File: src/rtl/pe_accum_tree.sv
// pe_accum_tree
//   Pipelined adder tree plus accumulator for the PE datapath. Each accepted beat
//   carries NUM_IN signed shifted partial products. The block sums them in two
//   pipeline stages and then adds the beat total into an ACC_W-bit running sum.
//   in_first seeds the sum with in_bias. in_last emits the result.
//
//   Optional build macro: PE_ACC_SAT_EN
//     defined   -> the accumulate step saturates and ovf is a sticky clamp flag
//     undefined -> the accumulate step wraps and ovf is tied to 0
//
// Ports
//   clk, rst              clock, asynchronous active-high reset
//   in_valid / in_ready   input beat handshake
//   in_data               NUM_IN packed signed lanes of IN_W bits
//   in_first / in_last    accumulation open / close markers
//   in_bias               signed seed, used only with in_first
//   out_valid / out_ready result handshake
//   out_data              signed accumulated result
//   ovf                   sticky overflow flag (saturating build only)
module pe_accum_tree #(
   parameter int unsigned NUM_IN = 16,
   parameter int unsigned IN_W   = 16,
   parameter int unsigned ACC_W  = 24
) (
   input  logic                     clk,
   input  logic                     rst,
   input  logic                     in_valid,
   output logic                     in_ready,
   input  logic [NUM_IN*IN_W-1:0]   in_data,
   input  logic                     in_first,
   input  logic                     in_last,
   input  logic [ACC_W-1:0]         in_bias,
   output logic                     out_valid,
   input  logic                     out_ready,
   output logic [ACC_W-1:0]         out_data,
   output logic                     ovf
);

   localparam int unsigned NG  = NUM_IN / 4;
   localparam int unsigned GW  = IN_W + 2;
   localparam int unsigned AW1 = ACC_W + 1;

   // A held result freezes the whole pipeline, so no stage ever needs a skid buffer.
   logic stall;
   assign stall    = out_valid & ~out_ready;
   assign in_ready = ~stall;

   // ---------------- S1: groups of four lanes ----------------
   logic signed [GW-1:0] grp_c [NG];

   always_comb begin
      for (int unsigned g = 0; g < NG; g++) begin
         grp_c[g] = '0;
         for (int unsigned k = 0; k < 4; k++)
            grp_c[g] = grp_c[g] + GW'($signed(in_data[(g*4+k)*IN_W +: IN_W]));
      end
   end

   logic                    s1_valid, s1_first, s1_last;
   logic signed [ACC_W-1:0] s1_bias;
   logic signed [GW-1:0]    s1_grp [NG];

   always_ff @(posedge clk or posedge rst) begin
      if (rst) begin
         s1_valid <= 1'b0;
         s1_first <= 1'b0;
         s1_last  <= 1'b0;
         s1_bias  <= '0;
         s1_grp   <= '{default: '0};
      end else if (!stall) begin
         s1_valid <= in_valid;
         s1_first <= in_first;
         s1_last  <= in_last;
         s1_bias  <= in_bias;
         s1_grp   <= grp_c;
      end
   end

   // ---------------- S2: sum of group sums ----------------
   logic signed [ACC_W-1:0] tree_c;

   always_comb begin
      tree_c = '0;
      for (int unsigned g = 0; g < NG; g++)
         tree_c = tree_c + ACC_W'(s1_grp[g]);
   end

   logic                    s2_valid, s2_first, s2_last;
   logic signed [ACC_W-1:0] s2_bias, s2_sum;

   always_ff @(posedge clk or posedge rst) begin
      if (rst) begin
         s2_valid <= 1'b0;
         s2_first <= 1'b0;
         s2_last  <= 1'b0;
         s2_bias  <= '0;
         s2_sum   <= '0;
      end else if (!stall) begin
         s2_valid <= s1_valid;
         s2_first <= s1_first;
         s2_last  <= s1_last;
         s2_bias  <= s1_bias;
         s2_sum   <= tree_c;
      end
   end

   // ---------------- S3: accumulate ----------------
   logic signed [ACC_W-1:0] acc, base, nxt;

`ifdef PE_ACC_SAT_EN
   logic signed [AW1-1:0] wide;
   logic                  clamp;

   // One guard bit is enough: two ACC_W operands cannot overflow ACC_W+1 bits.
   always_comb begin
      base  = s2_first ? s2_bias : acc;
      wide  = AW1'(base) + AW1'(s2_sum);
      clamp = wide[ACC_W] ^ wide[ACC_W-1];
      if (clamp)
         nxt = wide[ACC_W] ? {1'b1, {(ACC_W-1){1'b0}}} : {1'b0, {(ACC_W-1){1'b1}}};
      else
         nxt = wide[ACC_W-1:0];
   end

   // Sticky flag. A first beat starts a clean accumulation unless it clamps itself.
   always_ff @(posedge clk or posedge rst) begin
      if (rst)
         ovf <= 1'b0;
      else if (!stall && s2_valid) begin
         if (clamp)
            ovf <= 1'b1;
         else if (s2_first)
            ovf <= 1'b0;
      end
   end
`else
   always_comb begin
      base = s2_first ? s2_bias : acc;
      nxt  = base + s2_sum;
   end

   assign ovf = 1'b0;
`endif

   // When not stalled, either out_valid is low or the result is being taken this edge.
   // out_valid can therefore simply follow "a last beat lands now".
   always_ff @(posedge clk or posedge rst) begin
      if (rst) begin
         acc       <= '0;
         out_valid <= 1'b0;
         out_data  <= '0;
      end else if (!stall) begin
         out_valid <= s2_valid & s2_last;
         if (s2_valid) begin
            acc <= nxt;
            if (s2_last)
               out_data <= nxt;
         end
      end
   end

endmodule

File: config.mk
export PLATFORM = sky130hd
export DESIGN_NAME = pe_accum_tree
export DESIGN_NICKNAME = d
export VERILOG_FILES = /design/src/rtl/pe_accum_tree.sv
export SDC_FILE = /design/constraint.sdc
export NUM_CORES = 1
export LEC_CHECK = 0
export CAP_MARGIN = 20
export CORE_MARGIN = 4
export CORE_UTILIZATION = 34
export CTS_CLUSTER_SIZE = 14
export DETAILED_ROUTE_END_ITERATION = 12
export GPL_TIMING_DRIVEN = 0
export MAX_ROUTING_LAYER = met4
export PLACE_DENSITY = 0.67
export SETUP_SLACK_MARGIN = 0.2
export SYNTH_ARGS = -nofsm -noshare
export SYNTH_HDL_FRONTEND = slang
export SYNTH_SLANG_ARGS = --single-unit
export TNS_END_PERCENT = 100
File: constraint.sdc
create_clock -name clk -period 9.4 [get_ports clk]
set_clock_uncertainty 0.05 [all_clocks]
set_input_delay 1.88 -clock clk [delete_from_list [all_inputs] [get_ports clk]]
set_output_delay 1.88 -clock clk [all_outputs]
set_load 0.01 [all_outputs]
==> results of run 1 <==
==> per-layer routing <==
layer	GRT usage, %	vias up	share of wire [%]
li1	-	7515	-
met1	23.8	7457	42
met2	33.4	426	50
met3	2.83	63	4.8
met4	5.24	0	2.7
met5	-	-	0
==> layout by cell type (no fill, tap or decap), types with 8 or more instances in the layout <==
master,Yosys,final
clkdlybuf4s50_1,0,311
clkbuf_1,47,47
o22ai_1,9,9
clkbuf_16,0,17
nand4_1,23,23
and3_1,17,17
buf_2,12,12
a221oi_1,8,8
buf_1,9,9
a21o_1,39,39
dfrtp_1,196,196
o211ai_1,12,12
o21ai_0,98,98
xor2_1,37,37
fa_1,170,170
xnor2_1,24,24
nand3_1,37,37
nor2_1,98,98
inv_1,421,420
ha_1,111,111
a211o_1,12,12
a31oi_1,11,11
o21a_1,26,26
o31ai_1,20,20
nor3_1,25,25
a2111oi_0,8,8
a21oi_1,99,99
a211oi_1,31,31
nand2_1,327,327
mux2_2,32,32
o21bai_1,9,9
==> report_power, final <==
part | switching [mW] | internal, mW | total (mW)
Sequential | 0.233 | 1.31 | 1.54
Clock | 0.382 | 0.380 | 0.762
Combinational | 4.46 | 3.09 | 7.54
==> stage by stage <==
stage,TNS [ns],power [mW],worst slack (ns)
floorplan,0,7.08,2.13
global placement,-90.95,8.88,-0.487
detailed placement,0,9.02,2.74
CTS,0,9.82,2.72
global route,0,10.9,2.61
finish,0,9.84,2.76
==> sequential cells by signal (all words and copies together) (netlist names) <==
signal	count
s2_last	1
out_valid	1
s2_bias	24
s1_first	1
s2_first	1
s1_bias	24
s1_grp	72
acc	24
s1_valid	1
s2_valid	1
s1_last	1
out_data	24
s2_sum	21
==> worst reg2reg max path: stages (launching register included) <==
cell,delay [ns]
dfrtp_1,0.32
buf_2,0.19
buf_1,0.66
mux2_2,0.46
ha_1,0.27
buf_2,0.20
nand4_1,0.27
nor2_1,0.35
nand3_1,0.16
a2111oi_1,0.81
o21ai_0,0.21
nand3_1,0.13
==> worst max-delay path by stage <==
stage,cells after the start,end,slack (ns)
global route,7,in_ready,2.61
floorplan,1,acc[0]$_DFFE_PP0P_,2.13
finish,7,in_ready,2.76
global placement,2,s1_grp[53]$_DFFE_PP0N_,-0.49
detailed placement,7,in_ready,2.74
CTS,7,in_ready,2.72
==> area by class of cell <==
cell class | count | area share (%)
Buffer | 70 | 1.25
Clock buffer | 17 | 1.87
Clock inverter | 14 | 0.750
Inverter | 421 | 7.00
Multi-Input combinational cell | 1408 | 49.9
Sequential cell | 196 | 21.6
Tap cell | 688 | 3.79
Timing Repair Buffer | 312 | 13.8
==> logic make-up after synthesis <==
family                     Yosys count  synth area share, %
muxes                               39                 2.38
other                                1               0.0207
adders and majority gates          281                 26.5
AOI/OAI and AO/OA                  440                 16.4
DFF                                196                 27.1
and+or+nand+nor                    585                 14.2
buffers and inverters              491                 10.3
xor gates and xnor gates            62                 3.04
==> reports/metrics.csv, run 1 <==
stage;metric;value;unit
synthesis;top cell type by total area after synthesis;dfrtp_1;
timing;endpoints failing setup;0;
worst_setup_path;R2R depth;11;
clock_network;CTS tree;built;
clock_network;Post-CTS Hold Fix Bufs;0;
min_path;Cells on Worst Hold Path;2;
die;die height;239;um
worst_setup_path;Crit Path Category;in -> out;
synthesis;top-area cell type share of the netlist area;27.1;%
final_layout;final std cells w/o fill;3126;
synthesis;top-count cell post-synth;inv_1;
global_routing;largest net degree at the start of global routing;107;
synthesis;Synth Area per Inst;8.63;um^2
timing;Pins Over Slew Limit;0;
timing;Least-Margin Pin Slew;0.981;ns
synthesis;asr flop ratio synth;100;%
synthesis;synthesized area;18100;um^2
die;full die area;56900;um^2
detailed_routing;DRC;0;
worst_setup_path;CP max stage delay;0.70;ns
global_routing;antenna violations before repair;0;
detailed_routing;final wirelength;53300;um
worst_setup_path;worst path arrival time;4.71;ns
synthesis;Cells after Synth;2095;
die;io pins;313;
min_path;Min-Delay Endpoint;s2_bias[19]$_DFFE_PP0N_;
timing;final hold violation count;0;
min_path;Hold Path Class;reg -> reg;
worst_setup_path;CP max-delay cell;clkdlybuf4s50_1;
worst_setup_path;CP Launch Point;out_ready;
placement;placed cells;3095;
clock_network;Clk pin slew, worst setup/hold paths;0.08;ns
timing;RSZ-0062 raised after global routing;no;
global_routing;GRT Residual Overflow;0;
timing;normalized max-slew margin;34.6;%
detailed_routing;via count;15461;
worst_setup_path;Reg2Reg Setup Slack;5.25;ns
clock_network;post-CTS setup buffer count;0;
clock_network;TritonCTS Buffers;17;
worst_setup_path;Required @ worst endpoint;7.47;ns
detailed_routing;post-DR wirelength/cell;17.1;um
placement;I/O Buffers;311;
synthesis;Post-synth EDFFs;0;
die;die width;239;um
clock_network;clock latency on the worst-skew pair;0.46;ns
power;Pwr per Cell Area;434;nW/um^2
final_layout;Layout Nets;2993;
detailed_routing;1st-iter DRT viols;1002;
detailed_routing;Via density;4.95;
clock_network;clock root cell;clkbuf_16;
detailed_routing;ANT nets after route;0;
final_layout;Finished Cell Area;22700;um^2
clock_network;Max clock buf depth;2;
die;initial core utilization;34.3;%
detailed_routing;DR pass1 iterations;7;
global_routing;vias in the first global route;16259;
synthesis;Yosys warning count;0;
die;Core Area;52700;um^2
outcome;outcome;finished clean;
placement;HPWL Detailed;44400;um
synthesis;Synth area leaders;dfrtp_1 (27%), fa_1 (19%), inv_1 (8.7%), ha_1 (7.7%), nand2_1 (6.8%);
placement;dpl cell area;22100;um^2
final_layout;share of layout cells above drive strength 1;4.18;%
synthesis;Synth Flop Type;dfrtp_1;
min_path;HP Start;s2_bias[19]$_DFFE_PP0N_;
worst_setup_path;critical path startpoint category;input pin;
global_routing;first-pass GRT wire length;85300;um
placement;Final Wtd Congestion;0.866;
worst_setup_path;worst path bufs/invs;6;
power;Worst VDD drop;0.000327;V
synthesis;top post-synthesis cells by count;inv_1 (421), nand2_1 (327), dfrtp_1 (196);
synthesis;FF+latch count, synth;196;
worst_setup_path;Top delay family on crit path;buffers and inverters;
power;Leak;11.0;nW
final_layout;post-layout util;43.1;%
final_layout;multi-input logic area;11300;um^2
global_routing;gr usage total;19.3;%
final_layout;FF+latch area;4900;um^2
worst_setup_path;CP Max Fanout;10;
timing;worst hold margin;0.419;ns
timing;final worst-path cycle share;70.6;%
worst_setup_path;reg-to-reg endpoint;out_data[22]$_DFFE_PP0P_;
job;Max-cap violations;0;
final_layout;Fill cells;5109;
clock_network;CTS sink count;196;
clock_network;# H-tree levels;4;
worst_setup_path;endpoint type of the worst setup path;output port;
timing;fmax;151;MHz
worst_setup_path;reg2reg start;s2_first$_DFFE_PP0N_;
timing;post-layout min period;6.64;ns
clock_network;cts repair resizes;0;
synthesis;synth unique cells;87;
worst_setup_path;critical-path cell list;clkdlybuf4s50_1 -> nor2b_1 -> inv_1 -> buf_2 -> buf_1 -> buf_1 -> clkdlybuf4s50_1;
synthesis;Syn Nets;2662;
synthesis;Seq/Total Area, Yosys;27.1;%
die;num rows;84;
final_layout;Antenna Diode Count;0;
final_layout;synth-to-layout area growth;25.5;%
(Power assumes the default switching activity.)
==> run 2: changes to the inputs <==
Settings changed: PLACE_DENSITY 0.67 to 0.69.
Clock period 9.4 ns to 5.3 ns, I/O delays scaled along.
==> run 2 against run 1 <==
Effect of this change: flip-flop and latch count did not move; critical path type is now in -> reg; core utilization rose by 0.11 points; setup slack got worse by 2.2 ns; power rose by 78%; global-route usage barely moved; design area rose by 0.26%; critical path depth rose by 5; via count rose by 0.49%; count of clock-buffer cells in the layout rose by 2.
==> reports/metrics.csv, run 2 (synthesis results as in run 1) <==
stage;metric;value;unit
outcome;outcome;finished clean;
power;Worst VDD drop;0.000562;V
detailed_routing;1st-iter DRT viols;1010;
global_routing;largest net degree at the start of global routing;43;
clock_network;Max clock buf depth;2;
worst_setup_path;crit path capture;s1_grp[13]$_DFFE_PP0N_;
timing;worst hold margin;0.416;ns
clock_network;clock latency on the worst-skew pair;0.44;ns
timing;fmax;211;MHz
power;Combinational Power Share;76.7;%
timing;Least-Margin Pin Slew;1.02;ns
global_routing;antenna violations before repair;0;
power;Psw;8.96;mW
die;initial core utilization;34.3;%
clock_network;Clk pin slew, worst setup/hold paths;0.08;ns
timing;TNS Setup;0;ns
timing;normalized max-slew margin;31.7;%
worst_setup_path;worst path arrival time;4.98;ns
detailed_routing;DRC;0;
placement;I/O Buffers;311;
worst_setup_path;reg2reg start;s2_first$_DFFE_PP0N_;
final_layout;post-layout util;43.2;%
final_layout;synth-to-layout area growth;25.8;%
global_routing;first-pass GRT wire length;85600;um
worst_setup_path;endpoint type of the worst setup path;flip-flop;
die;io pins;313;
final_layout;Finished Cell Area;22700;um^2
clock_network;TritonCTS Buffers;17;
final_layout;final std cells w/o fill;3130;
die;die height;239;um
worst_setup_path;Reg2Reg Setup Slack;1.19;ns
die;Core Area;52700;um^2
detailed_routing;ANT nets after route;0;
clock_network;post-CTS setup buffer count;0;
final_layout;Antenna Diode Count;0;
worst_setup_path;Crit Path Category;in -> reg;
worst_setup_path;critical path startpoint category;input pin;
clock_network;Post-CTS Hold Fix Bufs;0;
detailed_routing;final wirelength;53200;um
global_routing;vias in the first global route;16327;
detailed_routing;DR pass1 iterations;5;
die;num rows;84;
worst_setup_path;Required @ worst endpoint;5.55;ns
timing;final hold violation count;0;
clock_network;# H-tree levels;4;
clock_network;CTS tree;built;
final_layout;Layout Nets;2996;
power;Sw Ratio;51.3;%
die;die width;239;um
power;clock power share;7.7;%
final_layout;Largest register FFs;72;
timing;Pins Over Slew Limit;0;
timing;final worst-path cycle share;89.2;%
power;cell internal pwr;8.51;mW
clock_network;clock root cell;clkbuf_16;
placement;Final Wtd Congestion;0.876;
final_layout;commonest non-fill, non-tap cell in the layout;inv_1;
final_layout;most frequent cells in the layout;inv_1 (420), nand2_1 (327), clkdlybuf4s50_1 (311), dfrtp_1 (196), fa_1 (170);
worst_setup_path;CP Launch Point;in_data[194];
timing;post-layout min period;4.73;ns
clock_network;CTS sink count;196;
detailed_routing;post-DR wirelength/cell;17.0;um
job;Max-cap violations;0;
detailed_routing;via count;15537;
worst_setup_path;reg-to-reg endpoint;acc[21]$_DFFE_PP0P_;
timing;endpoints failing setup;0;
timing;RSZ-0062 raised after global routing;no;
final_layout;share of layout cells above drive strength 1;4.34;%
final_layout;Biggest register;s1_grp;
power;Leak;11.1;nW
global_routing;gr usage total;19.4;%
min_path;Hold Path Class;reg -> reg;
placement;dpl cell area;22200;um^2
die;full die area;56900;um^2
power;Sequential Power Share;15.6;%
power;Pwr per Cell Area;768;nW/um^2
detailed_routing;Via density;4.96;
placement;HPWL Detailed;44300;um
clock_network;cts repair resizes;0;
global_routing;GRT Residual Overflow;0;
placement;placed cells;3099;
worst_setup_path;R2R depth;11;
worst_setup_path;CP Max Fanout;4;
==> run 2: cell count changes in the layout (fill, tap and decap cells not counted), sizes merged <==
cell | before | now
clkinvlp | 1 | 2
clkinv | 6 | 5
clkbuf | 65 | 67
bufinv | 1 | 2
buf | 23 | 26
inv | 427 | 425
==> run 2: area by class of cell <==
class / instances / area, um^2
buffer: 69 / 279
clock buffer: 19 / 443
clock inverter: 13 / 146
fill: 5090 / 29900
inverter: 421 / 1580
multi-input combinational: 1408 / 11300
sequential: 196 / 4900
tap: 688 / 861
timing repair buffer: 316 / 3210
==> run 2: power groups by stage <==
stage,logic (mW),clock network (mW),registers (mW)
after floorplan,9.92,0,2.64
after global placement,13.0,0,2.74
after detailed placement,13.3,0,2.76
after CTS,13.4,1.37,2.73
after global routing,15.1,1.43,2.81
final,13.4,1.34,2.73
==> run 2: critical path, cell delays in order <==
cell,delay [ns]
clkdlybuf4s50_1,0.46
inv_1,0.05
fa_1,0.49
fa_1,0.55
inv_1,0.09
fa_1,0.50
a211oi_1,0.43
o211ai_1,0.24
a41oi_1,0.49
o21ai_0,0.20
xnor2_1,0.30
a21oi_1,0.11
==> run 2: worst min path at each step <==
stage / start / slack, ns / cells after the start / endpoint
floorplan: s2_bias[0]$_DFFE_PP0N_ / 0.38 / 2 / s2_bias[0]$_DFFE_PP0N_
global route: s2_bias[21]$_DFFE_PP0N_ / 0.44 / 2 / s2_bias[21]$_DFFE_PP0N_
global placement: s2_bias[8]$_DFFE_PP0N_ / 0.40 / 2 / s2_bias[8]$_DFFE_PP0N_
finish: s2_bias[0]$_DFFE_PP0N_ / 0.42 / 2 / s2_bias[0]$_DFFE_PP0N_
detailed placement: s2_bias[0]$_DFFE_PP0N_ / 0.40 / 2 / s2_bias[0]$_DFFE_PP0N_
CTS: s2_bias[0]$_DFFE_PP0N_ / 0.42 / 2 / s2_bias[0]$_DFFE_PP0N_
==> run 2: metrics by stage <==
| stage | total power, mW | worst slack, ns |
|---|---|---|
| floorplan | 12.6 | 1.23 |
| global placement | 15.8 | 0.0466 |
| detailed placement | 16.0 | 0.178 |
| CTS | 17.5 | 0.297 |
| global route | 19.4 | 0.331 |
| finish | 17.5 | 0.571 |
==> run 2: layer usage <==
metal  wire length [um]  vias up  global-route usage [%]
li1                   -     7513                       -
met4               1160        0                    4.54
met1              22500     7522                    23.8
met2              27100      435                    34.1
met5                  0        -                       -
met3               2370       67                    2.40
==> run 3: changes to the inputs <==
Clock period 5.3 ns to 4.3 ns, I/O delays scaled along.
==> run 3 against run 2 <==
Effect of this change: die area did not move; register-to-register slack got worse by 0.70 ns; setup slack got worse by 0.33 ns; highest routed layer unchanged; design area rose by 1.2%; worst hold slack improved by 0.0014 ns; critical endpoint is now s1_grp[67]$_DFFE_PP0N_; largest cell class unchanged; largest power group unchanged.
==> reports/metrics.csv, run 3 (synthesis results as in run 1) <==
stage;metric;value;unit
power;Pwr per Cell Area;946;nW/um^2
detailed_routing;via count;15595;
power;post-route total power;21.8;mW
outcome;outcome;finished clean;
clock_network;TritonCTS Buffers;17;
die;full die area;56900;um^2
worst_setup_path;endpoint type of the worst setup path;flip-flop;
placement;placed cells;3099;
timing;Least-Margin Pin Slew;1.05;ns
final_layout;Fill cells;5057;
timing;fmax;246;MHz
die;num rows;84;
global_routing;busiest grt layer;met2;
power;Leak;11.2;nW
timing;final worst-path cycle share;94.5;%
die;die height;239;um
final_layout;commonest non-fill, non-tap cell in the layout;inv_1;
detailed_routing;ANT nets after route;0;
placement;I/O Buffers;311;
worst_setup_path;critical path startpoint category;input pin;
die;Core Area;52700;um^2
final_layout;final std cells w/o fill;3144;
global_routing;met3 usage;2.51;%
timing;Pins Over Slew Limit;0;
global_routing;gr usage total;19.4;%
global_routing;met2 global-route usage;34.2;%
clock_network;Clk pin slew, worst setup/hold paths;0.08;ns
global_routing;met1 usage;23.7;%
timing;RSZ-0062 raised after global routing;yes;
final_layout;most frequent cells in the layout;inv_1 (420), nand2_1 (327), clkdlybuf4s50_1 (309), dfrtp_1 (196), fa_1 (166);
timing;final hold violation count;0;
final_layout;Biggest register;s1_grp;
global_routing;GRT Residual Overflow;0;
die;io pins;313;
final_layout;share of layout cells above drive strength 1;5.99;%
timing;endpoints failing setup;0;
worst_setup_path;Crit Path Category;in -> reg;
detailed_routing;DRC;0;
global_routing;antenna violations before repair;1;
detailed_routing;post-DR wirelength/cell;17.1;um
placement;Final Wtd Congestion;0.876;
clock_network;CTS sink count;196;
clock_network;Max clock buf depth;2;
global_routing;largest net degree at the start of global routing;43;
worst_setup_path;Required @ worst endpoint;4.55;ns
die;die width;239;um
clock_network;# H-tree levels;4;
placement;HPWL Detailed;44300;um
die;initial core utilization;34.3;%
final_layout;post-layout util;43.7;%
job;Max-cap violations;0;
detailed_routing;1st-iter DRT viols;1010;
final_layout;synth-to-layout area growth;27.3;%
worst_setup_path;worst path arrival time;4.31;ns
final_layout;Layout Nets;3009;
timing;normalized max-slew margin;29.8;%
clock_network;clock latency on the worst-skew pair;0.45;ns
detailed_routing;DR pass1 iterations;5;
final_layout;Largest register FFs;72;
timing;post-layout min period;4.06;ns
min_path;Hold Path Class;reg -> reg;
detailed_routing;final wirelength;53600;um
worst_setup_path;CP Max Fanout;4;
power;Worst VDD drop;0.000693;V
detailed_routing;Via density;4.96;
clock_network;Post-CTS Hold Fix Bufs;0;
clock_network;clock root cell;clkbuf_16;
global_routing;first-pass GRT wire length;85900;um
clock_network;CTS tree;built;
global_routing;vias in the first global route;16377;
run 3: changes by cell type in the layout (fill, tap and decap cells not counted), moves of 4 or more:
cell / previous run / this run
a211oi_2: 1 / 6
buf_4: 1 / 13
a211oi_1: 31 / 24
o21ai_1: 5 / 9
fa_2: 0 / 4
fa_1: 170 / 166
o21ai_0: 98 / 93
run 3: critical path, cell delays in order:
cell,delay (ns)
clkdlybuf4s50_1,0.43
fa_1,0.56
fa_1,0.43
ha_1,0.25
fa_1,0.47
a211oi_4,0.26
o211ai_1,0.25
a21o_1,0.23
a31oi_1,0.19
xor2_1,0.26
o21ai_0,0.12
run 3: repair_timing:
action,4_1_cts,5_1_grt
setup endpoints to repair,13,24
cloned,0,0
resized for setup,10,32
pin swaps,1,20
buffers inserted,1,11
run 3: metrics by stage:
stage	TNS, ns	worst slack, ns	hold slack (ns)	area, um^2
finish	0	0.236	0.418	23000
global route	0	0.0281	0.442	23000
floorplan	0	0.434	0.383	18100
detailed placement	-7.77	-0.622	0.404	22200
global placement	-148.09	-0.753	0.397	22100
CTS	0	0.201	0.422	22800
run 3: where the power goes:
| group | leakage, nW | switching, mW | total, mW | internal, mW |
|---|---|---|---|---|
| logic | 8.56 | 9.86 | 16.7 | 6.88 |
| registers | 2.33 | 0.515 | 3.37 | 2.85 |
| clock network | 0.290 | 0.779 | 1.66 | 0.885 |
run 3: worst paths after layout:
kind	cells past startpoint	slack, ns	end	from
min reg2reg	2	0.42	s2_bias[0]$_DFFE_PP0N_	s2_bias[0]$_DFFE_PP0N_
max reg2reg	12	0.49	s2_sum[17]$_DFFE_PP0N_	s1_grp[37]$_DFFE_PP0N_
min in group asynchronous	2	0.80	acc[0]$_DFFE_PP0P_	rst
max in group asynchronous	4	2.48	s1_grp[49]$_DFFE_PP0N_	rst
max	11	0.24	s1_grp[67]$_DFFE_PP0N_	in_data[1]
min	2	0.42	s2_bias[0]$_DFFE_PP0N_	s2_bias[0]$_DFFE_PP0N_
run 3: layout make-up:
type,instances,area (um^2),share of cell area (%)
Antenna cell,1,2.50,0.0109
Buffer,70,289,1.26
Clock buffer,19,443,1.92
Clock inverter,13,146,0.636
Inverter,421,1580,6.88
Multi-Input combinational cell,1408,11500,49.9
Sequential cell,196,4900,21.3
Tap cell,688,861,3.74
Timing Repair Buffer,328,3310,14.4
run 3: routing by layer:
metal / wire (um) / vias to the layer above
met4: 1150 / 0
met1: 22700 / 7559
met5: 0 / -
li1: - / 7539
met3: 2360 / 71
met2: 27400 / 426
